[config.mk]
export PLATFORM = sky130hd
export DESIGN_NAME = axi4lite_req_arbiter
export DESIGN_NICKNAME = d
export VERILOG_FILES = /design/src/rtl/axi4lite_req_arbiter.sv
export SDC_FILE = /design/constraint.sdc
export NUM_CORES = 1
export LEC_CHECK = 0
export ABC_AREA = 0
export CAP_MARGIN = 20
export CORE_AREA = 3 3 173 175
export CTS_BUF_LIST = sky130_fd_sc_hd__clkbuf_4
export DETAILED_ROUTE_END_ITERATION = 7
export DIE_AREA = 0 0 176 178
export DONT_BUFFER_PORTS = 1
export PLACE_DENSITY_LB_ADDON = 0.25
export SLEW_MARGIN = 0
export SYNTH_ARGS = -nofsm -noshare
export SYNTH_HDL_FRONTEND = slang
export SYNTH_SLANG_ARGS = --single-unit
[constraint.sdc]
create_clock -name clk -period 4.5 [get_ports clk]
set_input_delay 0.675 -clock clk [delete_from_list [all_inputs] [get_ports clk]]
set_output_delay 0.675 -clock clk [all_outputs]
set_load 0.02 [all_outputs]
[src/rtl/axi4lite_req_arbiter.sv]
// Round-robin arbiter that shares one axi4lite_master command port among NUM_REQ requesters.
// One command is in flight at a time; it completes on m_done or after TIMEOUT wait cycles.
module axi4lite_req_arbiter #(
    parameter int NUM_REQ   = 4,
    parameter int ADDRWIDTH = 32,
    parameter int DATAWIDTH = 32,
    parameter int TIMEOUT   = 255
) (
    input  logic                           clk,
    input  logic                           rst_N,
    input  logic [NUM_REQ-1:0]             req_valid,
    input  logic [NUM_REQ-1:0]             req_write,
    input  logic [NUM_REQ*ADDRWIDTH-1:0]   req_addr,
    input  logic [NUM_REQ*DATAWIDTH-1:0]   req_wdata,
    output logic [NUM_REQ-1:0]             req_ready,
    output logic [NUM_REQ-1:0]             resp_valid,
    input  logic [NUM_REQ-1:0]             resp_ready,
    output logic [DATAWIDTH-1:0]           resp_rdata,
    output logic                           resp_err,
    output logic                           m_rd_en,
    output logic                           m_wr_en,
    output logic [ADDRWIDTH-1:0]           m_rd_addr,
    output logic [ADDRWIDTH-1:0]           m_wr_addr,
    output logic [DATAWIDTH-1:0]           m_wdata,
    input  logic                           m_done,
    input  logic [DATAWIDTH-1:0]           m_rdata,
    output logic                           busy
);

    localparam int PTR_W = $clog2(NUM_REQ);
    localparam int CNT_W = $clog2(TIMEOUT + 1);

    typedef enum logic [1:0] {
        ST_IDLE  = 2'd0,
        ST_ISSUE = 2'd1,
        ST_WAIT  = 2'd2,
        ST_RESP  = 2'd3
    } state_t;

    state_t                 state_r;
    state_t                 state_next_s;
    logic [PTR_W-1:0]       rr_ptr_r;
    logic [PTR_W-1:0]       owner_r;
    logic [PTR_W-1:0]       grant_idx_s;
    logic [PTR_W-1:0]       owner_next_s;
    logic                   grant_vld_s;
    logic                   write_r;
    logic [CNT_W-1:0]       cnt_r;
    logic                   cnt_limit_s;
    logic                   resp_hs_s;
    logic [ADDRWIDTH-1:0]   addr_sel_s;
    logic [DATAWIDTH-1:0]   wdata_sel_s;
    logic [NUM_REQ-1:0]     owner_onehot_s;

    logic                   m_rd_en_r;
    logic                   m_wr_en_r;
    logic [ADDRWIDTH-1:0]   m_rd_addr_r;
    logic [ADDRWIDTH-1:0]   m_wr_addr_r;
    logic [DATAWIDTH-1:0]   m_wdata_r;
    logic [NUM_REQ-1:0]     resp_valid_r;
    logic [DATAWIDTH-1:0]   resp_rdata_r;
    logic                   resp_err_r;
    logic                   busy_r;

    // Rotating priority search: walking offsets downward lets the smallest offset from rr_ptr win.
    always_comb begin
        int idx_v;
        idx_v       = 0;
        grant_vld_s = 1'b0;
        grant_idx_s = '0;
        for (int i = NUM_REQ - 1; i >= 0; i--) begin
            idx_v       = int'(rr_ptr_r) + i;
            idx_v       = (idx_v >= NUM_REQ) ? (idx_v - NUM_REQ) : idx_v;
            grant_idx_s = req_valid[idx_v] ? PTR_W'(idx_v) : grant_idx_s;
            grant_vld_s = grant_vld_s | req_valid[idx_v];
        end
    end

    assign addr_sel_s     = req_addr[grant_idx_s*ADDRWIDTH +: ADDRWIDTH];
    assign wdata_sel_s    = req_wdata[grant_idx_s*DATAWIDTH +: DATAWIDTH];
    assign cnt_limit_s    = (cnt_r == CNT_W'(TIMEOUT - 1));
    assign resp_hs_s      = (state_r == ST_RESP) && resp_ready[owner_r];
    assign owner_next_s   = (owner_r == PTR_W'(NUM_REQ - 1)) ? '0 : (owner_r + PTR_W'(1));
    assign owner_onehot_s = {{(NUM_REQ-1){1'b0}}, 1'b1} << owner_r;

    // Accept pulse: the only combinational output, forced low while reset is asserted.
    always_comb begin
        req_ready = '0;
        if ((state_r == ST_IDLE) && grant_vld_s && rst_N) begin
            req_ready[grant_idx_s] = 1'b1;
        end else begin
            req_ready = '0;
        end
    end

    // Next-state decode; m_done only matters while waiting.
    always_comb begin
        state_next_s = state_r;
        case (state_r)
            ST_IDLE:  state_next_s = grant_vld_s ? ST_ISSUE : ST_IDLE;
            ST_ISSUE: state_next_s = ST_WAIT;
            ST_WAIT:  state_next_s = (m_done || cnt_limit_s) ? ST_RESP : ST_WAIT;
            ST_RESP:  state_next_s = resp_hs_s ? ST_IDLE : ST_RESP;
            default:  state_next_s = ST_IDLE;
        endcase
    end

    // State register.
    always_ff @(posedge clk or negedge rst_N) begin
        if (!rst_N) begin
            state_r <= ST_IDLE;
        end else begin
            state_r <= state_next_s;
        end
    end

    // Command latch, wait counter, response capture and registered outputs.
    always_ff @(posedge clk or negedge rst_N) begin
        if (!rst_N) begin
            rr_ptr_r     <= '0;
            owner_r      <= '0;
            write_r      <= 1'b0;
            cnt_r        <= '0;
            m_rd_en_r    <= 1'b0;
            m_wr_en_r    <= 1'b0;
            m_rd_addr_r  <= '0;
            m_wr_addr_r  <= '0;
            m_wdata_r    <= '0;
            resp_valid_r <= '0;
            resp_rdata_r <= '0;
            resp_err_r   <= 1'b0;
            busy_r       <= 1'b0;
        end else begin
            case (state_r)
                ST_IDLE: begin
                    if (grant_vld_s) begin
                        owner_r     <= grant_idx_s;
                        write_r     <= req_write[grant_idx_s];
                        m_rd_en_r   <= ~req_write[grant_idx_s];
                        m_wr_en_r   <= req_write[grant_idx_s];
                        m_rd_addr_r <= req_write[grant_idx_s] ? '0 : addr_sel_s;
                        m_wr_addr_r <= req_write[grant_idx_s] ? addr_sel_s : '0;
                        m_wdata_r   <= wdata_sel_s;
                        busy_r      <= 1'b1;
                    end
                end
                ST_ISSUE: begin
                    m_rd_en_r <= 1'b0;
                    m_wr_en_r <= 1'b0;
                    cnt_r     <= '0;
                end
                ST_WAIT: begin
                    // A completion arriving on the timeout cycle still counts as success.
                    if (m_done) begin
                        resp_valid_r <= owner_onehot_s;
                        resp_rdata_r <= write_r ? '0 : m_rdata;
                        resp_err_r   <= 1'b0;
                    end else if (cnt_limit_s) begin
                        resp_valid_r <= owner_onehot_s;
                        resp_rdata_r <= '0;
                        resp_err_r   <= 1'b1;
                    end else begin
                        cnt_r <= cnt_r + CNT_W'(1);
                    end
                end
                ST_RESP: begin
                    if (resp_hs_s) begin
                        rr_ptr_r     <= owner_next_s;
                        resp_valid_r <= '0;
                        resp_rdata_r <= '0;
                        resp_err_r   <= 1'b0;
                        m_rd_addr_r  <= '0;
                        m_wr_addr_r  <= '0;
                        m_wdata_r    <= '0;
                        busy_r       <= 1'b0;
                    end
                end
                default: begin
                    busy_r <= 1'b0;
                end
            endcase
        end
    end

    assign m_rd_en    = m_rd_en_r;
    assign m_wr_en    = m_wr_en_r;
    assign m_rd_addr  = m_rd_addr_r;
    assign m_wr_addr  = m_wr_addr_r;
    assign m_wdata    = m_wdata_r;
    assign resp_valid = resp_valid_r;
    assign resp_rdata = resp_rdata_r;
    assign resp_err   = resp_err_r;
    assign busy       = busy_r;

endmodule

==> metrics.md, run 1 <==
| Metric | Value |
|---|---|
| H-tree Lvls | 4 |
| Setup bufs post-CTS | 0 |
| Num ports | 443 |
| Yosys warns | 0 |
| Die Ht | 178 microns |
| Leakage power | 3.63 nW |
| Clk root buf | clkbuf_4 |
| Initial Utilization | 27.5% |
| DRC | 0 |
| Outcome | complete, no violations |
| Synthesis-to-layout area growth | 7.30% |
| Sum Neg Setup Slack | 0 ns |
| Syn Nets | 1099 |
| Crit path max fanout | 27 |
| Clock latency on the worst-skew pair | 0.55 ns |
| Via count | 5877 |
| CTS max path bufs | 2 |
| RSZ-0062 raised after global routing | false |
| GRT Total Usage | 15.5% |
| Number of max-cap violations | 0 |
| Worst Skew | 0.0262 ns |
| Syn Inst Count | 785 |
| Vias per cell | 5.09 |
| Power Total | 6.55 mW |
| #FFs+latches synth | 151 |
| Share of layout cells above drive strength 1 | 13.7% |
| Port Buffers | 0 |
| Avg WL per Cell | 21.9 microns |
| Starting DRT DRC Count | 466 |
| Gr ovfl total | 0 |
| Detailed Route WL | 25200 microns |
| Fmax | 311 MHz |
| Worst hold path class | in2async |
| Vias in the first global route | 5827 |
| Hold Vio Cnt, Final | 0 |
| TritonCTS Buffers | 17 |
| Core Region | 28600 sq um |
| Clock sink total | 151 |
| Final net count | 1070 |
| Rel. slew slack | 40.9% |
| CP Capture Type | output pin |
| Minimum clock period | 3.22 ns |
| Avg Cell Area, Syn | 10.0 sq um |
| Routability cong. | 0.800 |
| Largest net degree at the start of global routing | 152 |
| Setup violators final | 0 |
| Worst Hold Slack | 0.0763 ns |
| Commonest non-fill, non-tap cells in the layout | nand2_1, dfrtp_1, o21ai_0, mux2i_1, mux2_2 |
| CTS tree | yes |
| Count of pins over their slew limit | 0 |
| Simple-Gate Fraction of Synth Area | 11.5% |
| Die width | 176 microns |
| Post-synthesis adder-cell area fraction | 1.75% |
| VDD IR max | 0.338 mV |
| Most common cell after layout, fill and taps aside | nand2_1 |
| Startpoint Class | flip-flop |
| Final cycle utilization of the critical path | 71.5% |
| Req. time, crit path | 3.83 ns |
| Reg clk slew, reported paths | 0.14 ns |
| Die area | 31300 sq um |
| Placement Rows | 62 |
| Number of synthesized flops with an enable pin | 0 |
| Synth Flop Type | dfrtp_1 |
| Critical setup path kind | reg2out |
| Drt pass-1 iters | 7 |
| Synth Area in Compound Gates | 17.6% |
| Register area share after synthesis | 48.0% |
| Power per standard cell area | 776 nW/um^2 |
| Critical Path AT | 2.54 ns |
| Least-Margin Pin Slew | 0.886 ns |
| Ys async rst share | 100% |
| Combinational family with the most area after synthesis | compound AO/OA/AOI/OAI gates |
| Cell variety after synth | 46 |
| Post-synthesis cell area | 7870 sq um |
| Initial antenna violation count | 1 |
| First-pass GRT wire length | 37000 microns |
| Remaining antenna violation count after routing | 0 |
| Post-Synth XOR/XNOR Area | 0.223% |
| Mux contribution to synthesized area | 16.5% |
| DP HPWL | 18800 microns |
-- routing by layer --
layer  vias to the layer above  wire length [microns]  track usage [%]
met5                         -                      0                0
met3                        18                   2280             5.13
met4                         0                    277             4.09
met1                      2821                  10600             20.0
met2                       282                  12100             25.0
li1                       2756                      -                -
-- repair_timing --
action                    in CTS  in global routing
resized for setup              0                  0
hold endpoints to repair     151                  0
hold buffers                   1                  0
-- through the flow --
| stage | cell area, sq um | util (%) | std cells | setup slack, ns |
|---|---|---|---|---|
| 5_1_grt | 8440 | 29.5 | 1154 | 1.03 |
| 2_1_floorplan | 7870 | - | 785 | 1.79 |
| 3_3_place_gp | 8140 | 28.4 | 1120 | 1.69 |
| 4_1_cts | 8440 | 29.5 | 1153 | 1.27 |
| 6_report | 8440 | 29.5 | 1154 | 1.28 |
| 3_5_place_dp | 8140 | 28.4 | 1120 | 1.65 |
-- power breakdown --
| group | total (mW) | internal (mW) | switching, mW |
|---|---|---|---|
| Clock | 0.837 | 0.246 | 0.591 |
| Sequential | 3.01 | 1.91 | 1.09 |
| Combinational | 2.71 | 1.01 | 1.70 |
-- cell families (layout without fill, tap and decap cells) --
group | Yosys count | after routing
buffers and inverters | 68 | 52
DFF | 151 | 151
other | 0 | 1
AOI/OAI and AO/OA | 219 | 219
and+or+nand+nor | 216 | 216
adders and majority gates | 11 | 11
muxes | 118 | 118
xor gates and xnor gates | 2 | 2
-- Yosys cell counts (4+ instances only) --
cell type  count  area, sq um
nand2_1      173          649
dfrtp_1      151         3780
o21ai_0      117          586
mux2i_1       67          671
clkbuf_1      36          135
mux2_2        36          405
a222oi_1      32          320
o21ai_1       19         95.1
buf_2         12         60.1
a21oi_1       11         55.1
ha_1          11          138
mux2_4        11          165
a22oi_1       10         75.1
buf_6          9          101
nor2_1         9         33.8
nor2b_1        9         56.3
inv_1          8         30.0
a21o_1         7         52.6
nand2b_1       6         37.5
nand3_1        5         25.0
o31ai_1        4         30.0
-- critical path, stage by stage, from the launching register on --
cell and delay (ns):
dfrtp_1 0.60, inv_1 0.18, a21oi_1 0.16, o221a_2 0.60
nor2b_1 0.46
-- cell type report --
type                       count  area [sq um]
multi-input combinational    566          3770
inverter                       8          30.0
clock inverter                15           140
tap                          384           480
fill                        2996         20200
timing repair buffer          12           110
antenna                        1          2.50
clock buffer                  17           128
sequential                   151          3780
-- worst paths after layout --
path | from | end | slack (ns) | cells after the start
min in group clk | m_done | resp_err | 0.21 | 1
hold / removal | rst_N | resp_rdata[21] | 0.08 | 1
setup / recovery | rr_ptr_r[1] | req_ready[3] | 1.28 | 4
setup reg to reg | rr_ptr_r[1] | m_wdata[22] | 1.79 | 7
hold reg to reg | cnt_r[5] | cnt_r[5] | 0.50 | 1
max in group asynchronous | rst_N | m_wdata[20] | 3.66 | 1
-- flip-flops by register name, indices dropped and copies added (netlist names) --
signal / count
write_r: 1
m_rd_addr: 32
m_wdata: 32
cnt_r: 8
busy: 1
owner_r: 2
state_r: 2
m_rd_en: 1
m_wr_addr: 32
resp_err: 1
rr_ptr_r: 2
m_wr_en: 1
resp_valid: 4
resp_rdata: 32
Note: power is estimated with default switching activity, not from simulation.
==> run 2, diff against run 1 <==
==> constraint.sdc (replaced) <==
create_clock -name clk -period 3.4 [get_ports clk]
set_input_delay 0.51 -clock clk [delete_from_list [all_inputs] [get_ports clk]]
set_output_delay 0.51 -clock clk [all_outputs]
set_load 0.02 [all_outputs]
==> metrics.md, run 2 (synthesized netlist as in run 1, its figures left out) <==
| Metric | Value |
|---|---|
| CTS max path bufs | 2 |
| First-pass GRT wire length | 37200 microns |
| GRT Total Usage | 15.5% |
| Vias per cell | 5.11 |
| Violated checks | DRC, hold timing |
| Power per standard cell area | 1020 nW/um^2 |
| Largest net degree at the start of global routing | 153 |
| Final Instance Count excl. Fillers | 1169 |
| CTS tree | yes |
| Placed cells | 1122 |
| Initial Utilization | 27.5% |
| Crit-path cells | inv_1, a21oi_1, o221a_2, nor2b_1 |
| RSZ-0062 raised after global routing | false |
| Critical Path AT | 2.49 ns |
| GRT busiest layer | met2 |
| Met1 Track Usage GR | 20.3% |
| Setup violators final | 0 |
| R2R cell count | 8 |
| Die area | 31300 sq um |
| Detailed Route WL | 25400 microns |
| Starting DRT DRC Count | 460 |
| Met3 global-route usage | 5.45% |
| RR Startpoint | rr_ptr_r[1] |
| Core Region | 28600 sq um |
| Critical setup path kind | reg2out |
| DP HPWL | 18700 microns |
| CP Capture Type | output pin |
| Clock latency on the worst-skew pair | 0.55 ns |
| Avg WL per Cell | 21.7 microns |
| Count of pins over their slew limit | 0 |
| Number of max-cap violations | 0 |
| CP Launch Point | rr_ptr_r[1] |
| Via count | 5972 |
| Clk root buf | clkbuf_4 |
| Crit. path cell count | 4 |
| Crit path max fanout | 27 |
| CTS Hold Buffers Added | 12 |
| Rel. slew slack | 58.9% |
| Met2 Use GR | 24.5% |
| Setup bufs post-CTS | 0 |
| Gr ovfl total | 0 |
| Fillers | 2962 |
| Critical path's top delay family | compound AO/OA/AOI/OAI gates |
| Fmax | 333 MHz |
| Worst Skew | 0.0242 ns |
| Post-layout util | 29.9% |
| Reg clk slew, reported paths | 0.15 ns |
| Least-Margin Pin Slew | 0.616 ns |
| Startpoint Class | flip-flop |
| Port Buffers | 0 |
| Die Ht | 178 microns |
| Leakage power | 3.66 nW |
| Minimum clock period | 3.00 ns |
| Die width | 176 microns |
| Worst Path Buf+Inv | 1 |
| Crit-path slowest cell | o221a_2 |
| Routability cong. | 0.804 |
| Max incr delay on CP | 0.59 ns |
| Placement Rows | 62 |
| End of the critical path | req_ready[3] |
| R2r setup slk | 0.89 ns |
| Hold Vio Cnt, Final | 151 |
| Worst Hold Slack | -0.361 ns |
| Most common cell after layout, fill and taps aside | nand2_1 |
| Commonest non-fill, non-tap cells in the layout | nand2_1, dfrtp_1, o21ai_0, mux2i_1, mux2_2 |
| Post-cts sizing count | 0 |
| Synthesis-to-layout area growth | 8.99% |
| R2r endpoint | m_wdata[25] |
| DRC | 9 |
| Num ports | 443 |
| Vias in the first global route | 5922 |
| Final cycle utilization of the critical path | 88.3% |
| Drt pass-1 iters | 8 |
| Final net count | 1083 |
| Outcome | finished with violations |
| TritonCTS Buffers | 17 |
| Initial antenna violation count | 2 |
| Worst hold path class | in2async |
| Clock sink total | 151 |
| Remaining antenna violation count after routing | 0 |
| Req. time, crit path | 2.89 ns |
| VDD IR max | 0.342 mV |
| Share of layout cells above drive strength 1 | 13.6% |
| Sum Neg Setup Slack | 0 ns |
| H-tree Lvls | 4 |
run 2: changes by cell type in the layout (fill, tap and decap cells not counted), sizes merged:
cell / previous run / this run
diode: 1 / 3
dlygate4sd3: 0 / 12
inv: 16 / 14
clkbuf: 17 / 18
clkinv: 7 / 4
clkinvlp: 0 / 4
buf: 12 / 13
run 2: routing by layer:
layer,vias to the layer above,share of wire [%],routed length [microns]
li1,2787,-,-
met1,2890,43,10800
met2,279,47,12000
met3,16,9.1,2320
met4,0,1.2,307
met5,-,0,0
run 2: worst min path at each step:
stage,from,to,slack (ns),cells past startpoint
after global routing,rst_N,m_wdata[14],-0.46,0
after detailed placement,rst_N,m_wdata[0],0.22,0
final,rst_N,m_wdata[14],-0.36,0
after CTS,rst_N,resp_rdata[4],-0.46,0
after global placement,rst_N,m_wdata[0],0.22,0
after floorplan,rst_N,busy,0.21,0
run 2: metrics by stage:
| step | setup WS, ns | hold slack [ns] | area (sq um) | total power, mW |
|---|---|---|---|---|
| 3_3_place_gp | 0.839 | 0.220 | 8190 | 7.72 |
| 5_1_grt | 0.135 | -0.462 | 8570 | 9.49 |
| 6_report | 0.396 | -0.361 | 8570 | 8.73 |
| 4_1_cts | 0.329 | -0.465 | 8560 | 8.93 |
| 2_1_floorplan | 1.02 | 0.214 | 7870 | 6.65 |
| 3_5_place_dp | 0.877 | 0.221 | 8190 | 7.78 |
run 2: final cells by class:
type / count / area [sq um] / area share, %
antenna: 3 / 7.51 / 0.0876
inverter: 8 / 30.0 / 0.350
clock inverter: 14 / 115 / 1.34
clock buffer: 18 / 135 / 1.58
tap: 384 / 480 / 5.61
multi-input combinational: 566 / 3770 / 44.0
timing repair buffer: 25 / 255 / 2.98
sequential: 151 / 3780 / 44.1
run 2: power breakdown:
group	total (mW)	switching [mW]	leakage [nW]	internal [mW]
combinational	3.66	2.26	1.56	1.40
clock	1.09	0.776	0.126	0.315
sequential	3.98	1.45	1.97	2.53
total	8.73	4.48	3.66	4.25
